File: config.mk
export PLATFORM = sky130hd
export DESIGN_NAME = exception_commit_ctrl
export DESIGN_NICKNAME = d
export VERILOG_FILES = /design/src/rtl/exception_commit_ctrl_pkg.sv /design/src/rtl/exception_commit_ctrl_int_sync.sv /design/src/rtl/exception_commit_ctrl.sv
export SDC_FILE = /design/constraint.sdc
export NUM_CORES = 1
export LEC_CHECK = 0
export ABC_CLOCK_PERIOD_IN_PS = 4200
export CORE_MARGIN = 4
export CORE_UTILIZATION = 30
export CTS_CLUSTER_SIZE = 28
export DETAILED_ROUTE_END_ITERATION = 8
export PLACE_DENSITY = 0.71
export SLEW_MARGIN = 20
export SYNTH_ARGS = -nofsm -noshare
export SYNTH_HDL_FRONTEND = slang
export SYNTH_SLANG_ARGS = --single-unit
File: constraint.sdc
create_clock -name clk -period 4.2 [get_ports clk]
set_input_delay 0.84 -clock clk [delete_from_list [all_inputs] [get_ports clk]]
set_output_delay 0.84 -clock clk [all_outputs]
set_load 0.05 [all_outputs]
File: src/rtl/exception_commit_ctrl_pkg.sv
// rtl/exception_commit_ctrl_pkg.sv - shared exception codes and helpers for the commit controller
package exception_commit_ctrl_pkg;

  localparam int EXC_W = 5;

  // Lane codes arrive already prioritised; NONE must stay zero.
  typedef enum logic [EXC_W-1:0] {
    EXC_NONE    = 5'd0,
    EXC_INT     = 5'd1,
    EXC_REFETCH = 5'd2,
    EXC_ERET    = 5'd3,
    EXC_ADEL_IF = 5'd4,
    EXC_TLBR_IF = 5'd5,
    EXC_TLBI_IF = 5'd6,
    EXC_TLBR_L  = 5'd7,
    EXC_TLBI_L  = 5'd8,
    EXC_TLBR_S  = 5'd9,
    EXC_TLBI_S  = 5'd10,
    EXC_MOD     = 5'd11,
    EXC_RI      = 5'd12,
    EXC_CPU     = 5'd13,
    EXC_SYS     = 5'd14,
    EXC_BP      = 5'd15,
    EXC_TR      = 5'd16,
    EXC_OV      = 5'd17,
    EXC_ADEL    = 5'd18,
    EXC_ADES    = 5'd19
  } exc_code_t;

  typedef enum logic {
    ST_IDLE,
    ST_REDIRECT
  } state_t;

  function automatic logic is_refill(input exc_code_t code);
    return (code == EXC_TLBR_IF) || (code == EXC_TLBR_L) || (code == EXC_TLBR_S);
  endfunction

  // REFETCH and ERET redirect fetch without recording a new exception in CP0.
  function automatic logic writes_cp0(input exc_code_t code);
    return (code != EXC_NONE) && (code != EXC_REFETCH) && (code != EXC_ERET);
  endfunction

endpackage

File: src/rtl/exception_commit_ctrl_int_sync.sv
// rtl/exception_commit_ctrl_int_sync.sv - two-flop synchroniser for asynchronous interrupt lines
module exception_commit_ctrl_int_sync #(
  parameter int WIDTH = 1
) (
  input  logic             clk,
  input  logic             resetn,
  input  logic [WIDTH-1:0] d,
  output logic [WIDTH-1:0] q
);

  logic [WIDTH-1:0] meta;

  always_ff @(posedge clk or negedge resetn) begin
    if (!resetn) begin
      meta <= '0;
      q    <= '0;
    end else begin
      meta <= d;
      q    <= meta;
    end
  end

endmodule

File: src/rtl/exception_commit_ctrl.sv
// rtl/exception_commit_ctrl.sv - multi-lane exception arbitration with registered redirect and CP0 commit
module exception_commit_ctrl
  import exception_commit_ctrl_pkg::*;
#(
  parameter int          LANES      = 2,
  parameter int          HW_INT     = 6,
  parameter logic [31:0] BEV_BASE   = 32'hBFC00200,
  parameter logic [31:0] GEN_OFF    = 32'h180,
  parameter logic [31:0] REFILL_OFF = 32'h000
) (
  input  logic                   clk,
  input  logic                   resetn,
  input  logic [LANES-1:0]       mem_valid,
  input  logic [LANES*EXC_W-1:0] mem_exc,
  input  logic [LANES*32-1:0]    mem_pc,
  input  logic [HW_INT-1:0]      hw_int,
  input  logic [1:0]             sw_ip,
  input  logic [HW_INT+1:0]      status_im,
  input  logic                   status_exl,
  input  logic                   status_ie,
  input  logic                   status_bev,
  input  logic [31:0]            cp0_ebase,
  input  logic [31:0]            cp0_epc,
  input  logic                   redirect_ready,
  output logic                   redirect_valid,
  output logic [31:0]            redirect_pc,
  output logic [LANES-1:0]       flush,
  output logic                   stall,
  output logic                   cp0_exc_we,
  output logic                   cp0_eret,
  output logic [EXC_W-1:0]       exc_code,
  output logic [31:0]            exc_pc,
  output logic [HW_INT-1:0]      int_pending
);

  state_t            state;
  exc_code_t         lane_code [LANES];
  logic [31:0]       lane_pc   [LANES];
  logic              int_cond;
  logic              int_take;
  logic              win_found;
  exc_code_t         win_code;
  logic [31:0]       win_pc;
  logic [LANES-1:0]  win_kill;
  logic [31:0]       vec_base;
  logic [31:0]       vec_off;
  logic [31:0]       win_target;

  exception_commit_ctrl_int_sync #(
    .WIDTH (HW_INT)
  ) u_int_sync (
    .clk    (clk),
    .resetn (resetn),
    .d      (hw_int),
    .q      (int_pending)
  );

  for (genvar g = 0; g < LANES; g++) begin : g_lane
    assign lane_code[g] = exc_code_t'(mem_exc[g*EXC_W +: EXC_W]);
    assign lane_pc[g]   = mem_pc[g*32 +: 32];
  end

  assign int_cond = (|({int_pending, sw_ip} & status_im)) && status_ie && !status_exl;
  assign int_take = mem_valid[0] && int_cond;

  // Scan youngest to oldest so the oldest excepting lane is the last write.
  always_comb begin
    win_found = 1'b0;
    win_code  = EXC_NONE;
    win_pc    = '0;
    win_kill  = '0;
    for (int i = LANES - 1; i >= 0; i--) begin
      if (mem_valid[i] && (lane_code[i] != EXC_NONE)) begin
        win_found = 1'b1;
        win_code  = lane_code[i];
        win_pc    = lane_pc[i];
        for (int j = 0; j < LANES; j++) begin
          win_kill[j] = (j >= i);
        end
      end
    end
    if (int_take) begin
      win_found = 1'b1;
      win_code  = EXC_INT;
      win_pc    = lane_pc[0];
      win_kill  = '1;
    end
  end

  always_comb begin
    vec_base = status_bev ? BEV_BASE : cp0_ebase;
    vec_off  = (is_refill(win_code) && !status_exl) ? REFILL_OFF : GEN_OFF;
    case (win_code)
      EXC_REFETCH: win_target = win_pc;
      EXC_ERET:    win_target = cp0_epc;
      default:     win_target = vec_base + vec_off;
    endcase
  end

  always_ff @(posedge clk or negedge resetn) begin
    if (!resetn) begin
      state          <= ST_IDLE;
      redirect_valid <= 1'b0;
      redirect_pc    <= '0;
      flush          <= '0;
      stall          <= 1'b0;
      cp0_exc_we     <= 1'b0;
      cp0_eret       <= 1'b0;
      exc_code       <= '0;
      exc_pc         <= '0;
    end else begin
      cp0_exc_we <= 1'b0;
      cp0_eret   <= 1'b0;
      case (state)
        ST_IDLE: begin
          if (win_found) begin
            state          <= ST_REDIRECT;
            redirect_valid <= 1'b1;
            redirect_pc    <= win_target;
            flush          <= win_kill;
            stall          <= 1'b1;
            cp0_exc_we     <= writes_cp0(win_code);
            cp0_eret       <= (win_code == EXC_ERET);
            exc_code       <= win_code;
            exc_pc         <= win_pc;
          end
        end
        ST_REDIRECT: begin
          // Everything stays frozen until fetch takes the redirect.
          if (redirect_ready) begin
            state          <= ST_IDLE;
            redirect_valid <= 1'b0;
            redirect_pc    <= '0;
            flush          <= '0;
            stall          <= 1'b0;
            exc_code       <= '0;
            exc_pc         <= '0;
          end
        end
        default: state <= ST_IDLE;
      endcase
    end
  end

endmodule
Word level (Yosys, flattened, before mapping)
Cells that the tools add are included.
{"block": "op_classes", "order_cmp": 0, "n_eq_ne": 9, "div_mod_pow": 0, "shift": 0, "n_addsub": 1, "mux": 36, "n_bitwise": 2, "n_mul": 0, "reduce_logical": 16}
{"operator": "32-bit 2-to-1 mux", "n": 7}
{"operator": "32-bit case mux with 2 select lines", "n": 3}
{"operator": "32-bit by 9-bit adder with 32-bit output", "n": 1}
{"operator": "5-bit 2-to-1 mux", "n": 5}
{"operator": "5-bit nonzero test", "n": 3}
{"operator": "1-bit 2-to-1 mux", "n": 11}
{"operator": "5-bit by 2-bit equality test with 1-bit output (second input constant)", "n": 2}
{"operator": "5-bit by 3-bit equality test with 1-bit output (second input constant)", "n": 2}
{"operator": "2-bit 2-to-1 mux", "n": 5}
{"operator": "5-bit by 2-bit != test with 1-bit output (second input constant)", "n": 2}
{"operator": "5-bit case mux with 2 select lines", "n": 1}
{"operator": "9-bit 2-to-1 mux", "n": 1}
{"operator": "8-bit AND", "n": 1}
{"operator": "1-bit logical AND", "n": 8}
{"operator": "8-bit OR reduction", "n": 1}
{"operator": "5-bit by 4-bit equality test with 1-bit output (second input constant)", "n": 1}
{"operator": "2-bit != test (second input constant)", "n": 2}
{"operator": "1-bit case mux with 2 select lines", "n": 2}
{"operator": "2-bit case mux with 2 select lines", "n": 1}
{"operator": "1-bit logical OR", "n": 2}
{"operator": "2-bit AND reduction", "n": 1}
{"operator": "1-bit logical NOT", "n": 1}
{"operator": "1-bit NOT", "n": 1}
{"block": "word_totals", "latchBits": 0, "mem_bits_rw": 0, "rom_bits": 0, "output_inout_bits": 81, "regBits": 87, "memories": 0}

Depth between registers and ports, before layout
{"block": "logic_depth", "word_depth": 15, "depth_mapped": 15, "mapped_depth_nobuf": 14}

Cells and area by module
From an unflattened synthesis, not the netlist that was laid out.
{"block": "unflattened", "hier_cells": 527, "hier_area_um2": 4897.2}
{"module": "exception_commit_ctrl", "seq_area_each_um2": 1876.8, "cells_each": 515, "area_each_um2": 4596.9, "n_inst": 1}
{"module": "exception_commit_ctrl_int_sync", "seq_area_each_um2": 300.3, "cells_each": 12, "area_each_um2": 300.3, "n_inst": 1}

Worst setup path before layout
Ideal clock, no wire load.
{"block": "synth_timing", "kind": "input-to-reg", "from": "input mem_exc[4]", "to": "register redirect_pc[28]", "arrival_ps": 3559, "n_path_buf": 0, "stages": 11, "setup_slack_ps": 515, "path_cell_list": "o41ai_1 a32oi_1 nor2_1 mux2i_1 or4_1 ha_1 a21o_1 nand4_1 nor3_1 a41oi_1 a221o_1"}
{"block": "synth_via", "elab_chain_cells": 13, "elab_cells_between_ends": 23, "classes_between": "add/sub: 1; eq/ne: 6; mux: 10; reduce/logical: 6"}
{"item": "start, declared", "line_no": "exception_commit_ctrl.sv:14", "text": "input logic [LANES*EXC_W-1:0] mem_exc,"}
{"item": "5-bit nonzero test", "line_no": "exception_commit_ctrl.sv:73", "text": "if (mem_valid[i] && (lane_code[i] != EXC_NONE)) begin"}
{"item": "1-bit logical AND", "line_no": "exception_commit_ctrl.sv:73"}
{"item": "5-bit 2-to-1 mux", "line_no": "exception_commit_ctrl.sv:73"}
{"item": "5-bit 2-to-1 mux", "line_no": "exception_commit_ctrl.sv:82", "text": "if (int_take) begin"}
{"item": "5-bit by 3-bit equality test with 1-bit output", "line_no": "exception_commit_ctrl_pkg.sv:36", "text": "return (code == EXC_TLBR_IF) || (code == EXC_TLBR_L) || (code == EXC_TLBR_S);"}
{"item": "1-bit logical OR (2 in series)", "line_no": "exception_commit_ctrl_pkg.sv:36"}
{"item": "1-bit logical AND", "line_no": "exception_commit_ctrl.sv:92", "text": "vec_off = (is_refill(win_code) && !status_exl) ? REFILL_OFF : GEN_OFF;"}
{"item": "9-bit 2-to-1 mux", "line_no": "exception_commit_ctrl.sv:92"}
{"item": "32-bit by 9-bit adder with 32-bit output", "line_no": "exception_commit_ctrl.sv:96", "text": "default: win_target = vec_base + vec_off;"}
{"item": "32-bit case mux with 2 select lines", "line_no": "exception_commit_ctrl.sv:93", "text": "case (win_code)"}
{"item": "32-bit 2-to-1 mux", "line_no": "exception_commit_ctrl.sv:116", "text": "if (win_found) begin"}
{"item": "32-bit case mux with 2 select lines", "line_no": "exception_commit_ctrl.sv:114", "text": "case (state)"}
{"item": "end signal, assigned", "line_no": "exception_commit_ctrl.sv:119", "text": "redirect_pc <= win_target;"}
{"item": "end, declared", "line_no": "exception_commit_ctrl.sv:26", "text": "output logic [31:0] redirect_pc,"}
Parallel ways exist; a longest one is shown, timed or not. The select of a mux whose other input is x is not followed.
A chain may end at the register's enable or synchronous reset.

Final worst setup path
{"block": "layout_timing", "from": "input mem_exc[4]", "to": "register redirect_pc[18]"}
Same word-level chain as after synthesis.

==> reports/summary.txt <==
share of cells above drive strength 1 -> 9.57%
pwr dens -> 470 mW/mm^2
Worst path top cell family by delay -> simple AND/OR/NAND/NOR gates
placer's final routability congestion estimate -> 0.877
Critical Path Start Type -> input port
HPWL after detailed placement -> 15700 um
Syn Std Cell Area -> 0.00510 mm^2
number of enable flip-flop cells after synthesis -> 0
final net count -> 954
number of hold-slack violations in the final timing report -> 0
CP endpoint kind -> flip-flop
Sequential Power Share -> 30.3%
signed area change from the synthesized netlist to the final layout -> 61.6%
count of buffering cells on the critical path with inverters included -> 2
number of pins with negative max-slew slack in the final report -> 0
wire length of the first global-routing pass -> 31400 um
cell-internal power -> 0.00222 W
root buf cell -> sky130_fd_sc_hd__clkbuf_16
fraction of power spent switching nets -> 42.7%
Hold WS -> 0.349 ns
number of placed I/O pins -> 243
relative contribution of the clock network to total power -> 23.1%
Remaining DRCs -> 0
Worst path slowest cell -> sky130_fd_sc_hd__or4_4
hold wc startpoint -> u_int_sync.meta[3]$_DFF_PN0_
slew at the pin with the worst max-slew slack -> 0.660 ns
DIE AREA -> 0.0192 mm^2
vias post-DR -> 5291
combined global-route utilization of all metal layers -> 20.9%
remaining max-slew budget at the tightest pin -> 56.0%
Routed Antenna Nets -> 0
uppermost routed layer -> met4
period utilisation layout -> 95.0%
count of state elements after synthesis -> 87
first-pass iteration count of the detailed router -> 5
violation count after the first detailed-routing iteration -> 370
wire length on met1 -> 9440 um
vias in the first global route -> 5205
Max-Cap Viols -> 0
starting density of the core -> 30.7%
gate count after technology mapping -> 541
mean area per synthesized cell -> 9.43 um^2
IR Drop Worst-Case VDD -> 0.232 mV
Worst Hold Path Cells -> 0
met3 layer wire length in the routed design -> 1330 um
Clock Tree Buf Depth -> 2
overall die width -> 138 um
Seq/Total Area, Yosys -> 42.7%
type of the setup path with the least slack -> input port to flip-flop
Clock Latency Late Sink -> 0.35 ns
total setup buffers inserted after CTS -> 0
reg-to-reg setup timing slack -> 0.89 ns
endpoint of the most critical register-to-register path -> redirect_pc[18]$_DFFE_PN0P_
average via count per standard cell -> 5.21
most repeated library cell on the critical path -> sky130_fd_sc_hd__nor2_1
CP max stage delay -> 0.56 ns
DRT Wirelength -> 20500 um
worst setup slack after placement -> -0.199 ns
Required @ worst endpoint -> 4.42 ns
count of hold-fix buffers inserted at cts -> 0
Leakage Power -> 3.35 nW
wire per inst -> 20.2 um
run status -> finished clean
primary flip-flop cell chosen by synthesis mapping -> sky130_fd_sc_hd__dfrtp_1
DR WL met2 -> 9460 um
count of buffers from port buffering -> 242
largest net degree at the start of global routing -> 66
minimum clock period after layout -> 3.99 ns
part of the total power dissipated in combinational logic -> 46.7%
Max Clk Rate -> 0.251 GHz
worst setup skew after layout -> 0.00978 ns
placeable core region -> 0.0166 mm^2
number of distinct library cells after synthesis -> 59
overall power -> 0.00388 W
CTS tree -> done
data arrival at the endpoint of the critical path -> 4.20 ns
reported net switching power -> 0.00165 W
post-synthesis async set-or-reset flop share -> 100%
clock sink count -> 87
net count after synthesis -> 706
cell breakdown of the critical path -> clkdlybuf4s50_1 > o41ai_2 > a32oi_1 > nor2_1 > mux2i_1 > or4_4 > ha_1 > a21o_1 > nand4_1 > buf_4 > nor2_1 > and3_1 > xnor2_1 > o211ai_1
DIE HEIGHT -> 138 um
number of setup violations in the final report -> 0
Worst Reg2Reg Path Length in Cells -> 13
num rows -> 47
post-route design area -> 0.00824 mm^2
crit-path max FO -> 5
antenna violations before repair -> 1
grt ovf -> 0
standard cell area after detailed placement -> 0.00787 mm^2
type of the worst min-delay path -> flip-flop to flip-flop
CTS H-Tree Depth -> 3
final worst-path setup slack -> 0.212 ns
worst hold path endpoint -> u_int_sync.q[3]$_DFF_PN0_
TritonCTS buffer count -> 9
clock slew at reported path FFs -> 0.07 ns
setup repair after global routing missed its margin -> no
reg2reg start -> u_int_sync.q[1]$_DFF_PN0_
synthesis warning total -> 0
## power groups by stage
stage | Combinational, W | Sequential, W | Clock (W)
finish | 0.00181 | 0.00117 | 0.000894
CTS | 0.00182 | 0.00117 | 0.000912
detailed placement | 0.00181 | 0.00119 | 0
global placement | 0.00180 | 0.00118 | 0
floorplan | 0.000420 | 0.00181 | 0
global route | 0.00190 | 0.00120 | 0.000950
## kinds of logic (layout without fill, tap and decap cells)
group	count (synthesis)	after routing	synth area share, %
xor+xnor	18	18	3.09
other cells	0	1	0
simple gates	199	199	19.0
compound gates	163	163	24.4
fa+ha+maj	3	3	0.883
mux	24	24	4.71
flops	87	87	42.7
buf+inv	47	300	5.30
## worst max path at each step
stage	start	endpoint	slack, ns	depth (start not counted)
CTS	mem_exc[4]	redirect_pc[28]$_DFFE_PN0P_	0.16	12
floorplan	mem_exc[4]	redirect_pc[28]$_DFFE_PN0P_	0.51	11
global placement	mem_exc[4]	redirect_pc[30]$_DFFE_PN0P_	-0.14	13
detailed placement	mem_exc[4]	redirect_pc[28]$_DFFE_PN0P_	-0.20	12
finish	mem_exc[4]	redirect_pc[18]$_DFFE_PN0P_	0.21	14
global route	mem_exc[4]	redirect_pc[18]$_DFFE_PN0P_	0.002	14
## layout make-up
type                       count  area [um^2]
fill                        1619         8400
clock buffer                  10          239
antenna                        1         2.50
multi-input combinational    407         2710
timing repair buffer         275         2710
inverter                       9         33.8
tap                          220          275
clock inverter                 6         91.3
sequential                    87         2180
## cells in the final DEF (no fill, tap or decap), types with 3 or more instances in the layout
cell | synthesis | layout
sky130_fd_sc_hd__o21a_1 | 5 | 5
sky130_fd_sc_hd__nand2_1 | 75 | 75
sky130_fd_sc_hd__a211o_1 | 15 | 15
sky130_fd_sc_hd__a2111o_1 | 7 | 7
sky130_fd_sc_hd__and3_2 | 8 | 8
sky130_fd_sc_hd__clkbuf_16 | 0 | 9
sky130_fd_sc_hd__and3_1 | 8 | 8
sky130_fd_sc_hd__o21ai_0 | 39 | 39
sky130_fd_sc_hd__buf_12 | 3 | 3
sky130_fd_sc_hd__o211ai_1 | 11 | 11
sky130_fd_sc_hd__a22oi_1 | 4 | 4
sky130_fd_sc_hd__nor4_1 | 4 | 4
sky130_fd_sc_hd__nor2_1 | 40 | 40
sky130_fd_sc_hd__a221o_1 | 4 | 4
sky130_fd_sc_hd__o41ai_1 | 5 | 3
sky130_fd_sc_hd__and2_0 | 4 | 4
sky130_fd_sc_hd__inv_1 | 9 | 9
sky130_fd_sc_hd__a32oi_1 | 10 | 9
sky130_fd_sc_hd__dfrtp_1 | 87 | 86
sky130_fd_sc_hd__nand4_1 | 9 | 9
sky130_fd_sc_hd__o31ai_1 | 6 | 6
sky130_fd_sc_hd__a211oi_1 | 7 | 7
sky130_fd_sc_hd__xnor2_1 | 10 | 10
sky130_fd_sc_hd__clkdlybuf4s50_1 | 0 | 241
sky130_fd_sc_hd__a21oi_1 | 14 | 13
sky130_fd_sc_hd__nor2b_1 | 7 | 7
sky130_fd_sc_hd__o211ai_2 | 4 | 4
sky130_fd_sc_hd__a2bb2oi_1 | 7 | 7
sky130_fd_sc_hd__nand3_1 | 12 | 12
sky130_fd_sc_hd__xor2_1 | 8 | 8
sky130_fd_sc_hd__and2_1 | 15 | 15
sky130_fd_sc_hd__nor3_1 | 6 | 5
sky130_fd_sc_hd__mux2i_1 | 24 | 24
sky130_fd_sc_hd__a32o_1 | 9 | 9
sky130_fd_sc_hd__buf_4 | 7 | 30
## metrics by stage
| step | setup TNS (ns) | util [%] | cells |
|---|---|---|---|
| after floorplan | 0 | - | 541 |
| after global placement | -0.652 | 47.3 | 997 |
| after detailed placement | -1.10 | 47.3 | 997 |
| after CTS | 0 | 49.3 | 1013 |
| after global routing | 0 | 49.5 | 1015 |
| final | 0 | 49.5 | 1015 |
## registers in the layout, indices dropped and copies added, names as in the netlist
register         count
exc_pc              32
redirect_pc         32
u_int_sync.meta      6
u_int_sync.q         6
exc_code             5
flush                2
cp0_eret             1
cp0_exc_we           1
stall                1
state                1
## repair_timing
item	CTS	global route
setup endpoints to repair	0	6
resized for setup	0	4
hold endpoints to repair	0	0
## layer usage
metal,up-vias,GRT usage [%]
li1,2506,-
met5,-,0
met4,0,6.14
met3,15,3.59
met2,192,32.8
met1,2578,29.7
## worst register-to-register path, stage by stage (launching register included)
cell and delay (ns):
sky130_fd_sc_hd__dfrtp_1 0.40, sky130_fd_sc_hd__a22oi_1 0.30, sky130_fd_sc_hd__nand4_1 0.20, sky130_fd_sc_hd__nand2_1 0.13
sky130_fd_sc_hd__nand2_1 0.06, sky130_fd_sc_hd__or4_4 0.52, sky130_fd_sc_hd__ha_1 0.30, sky130_fd_sc_hd__a21o_1 0.15
sky130_fd_sc_hd__nand4_1 0.25, sky130_fd_sc_hd__buf_4 0.24, sky130_fd_sc_hd__nor2_1 0.20, sky130_fd_sc_hd__and3_1 0.21
sky130_fd_sc_hd__xnor2_1 0.13, sky130_fd_sc_hd__o211ai_1 0.10
## Yosys cell counts, types with 3 or more instances
master                      count  area, um^2
sky130_fd_sc_hd__nand4_1        9        56.3
sky130_fd_sc_hd__a2111o_1       7        78.8
sky130_fd_sc_hd__and2_0         4        25.0
sky130_fd_sc_hd__nor4_1         4        25.0
sky130_fd_sc_hd__o31ai_1        6        45.0
sky130_fd_sc_hd__o21a_1         5        37.5
sky130_fd_sc_hd__a21oi_1       14        70.1
sky130_fd_sc_hd__nor2b_1        7        43.8
sky130_fd_sc_hd__a211o_1       15         131
sky130_fd_sc_hd__inv_1          9        33.8
sky130_fd_sc_hd__a32oi_1       10        87.6
sky130_fd_sc_hd__mux2i_1       24         240
sky130_fd_sc_hd__buf_12         3        60.1
sky130_fd_sc_hd__and3_1         8        50.1
sky130_fd_sc_hd__nand3_1       12        60.1
sky130_fd_sc_hd__nor2_1        40         150
sky130_fd_sc_hd__a211oi_1       7        52.6
sky130_fd_sc_hd__nand2_1       75         282
sky130_fd_sc_hd__o41ai_1        5        43.8
sky130_fd_sc_hd__clkbuf_1      18        67.6
sky130_fd_sc_hd__buf_4          7        52.6
sky130_fd_sc_hd__dfrtp_1       87        2180
sky130_fd_sc_hd__xor2_1         8        70.1
sky130_fd_sc_hd__nor3_1         6        30.0
sky130_fd_sc_hd__o211ai_2       4        50.1
sky130_fd_sc_hd__o21ai_0       39         195
sky130_fd_sc_hd__a2bb2oi_1      7        61.3
sky130_fd_sc_hd__a32o_1         9        90.1
sky130_fd_sc_hd__o211ai_1      11        82.6
sky130_fd_sc_hd__buf_2          9        45.0
sky130_fd_sc_hd__a221o_1        4        40.0
sky130_fd_sc_hd__and2_1        15        93.8
sky130_fd_sc_hd__xnor2_1       10        87.6
sky130_fd_sc_hd__a22oi_1        4        30.0
sky130_fd_sc_hd__and3_2         8        60.1
(Power assumes the default switching activity.)
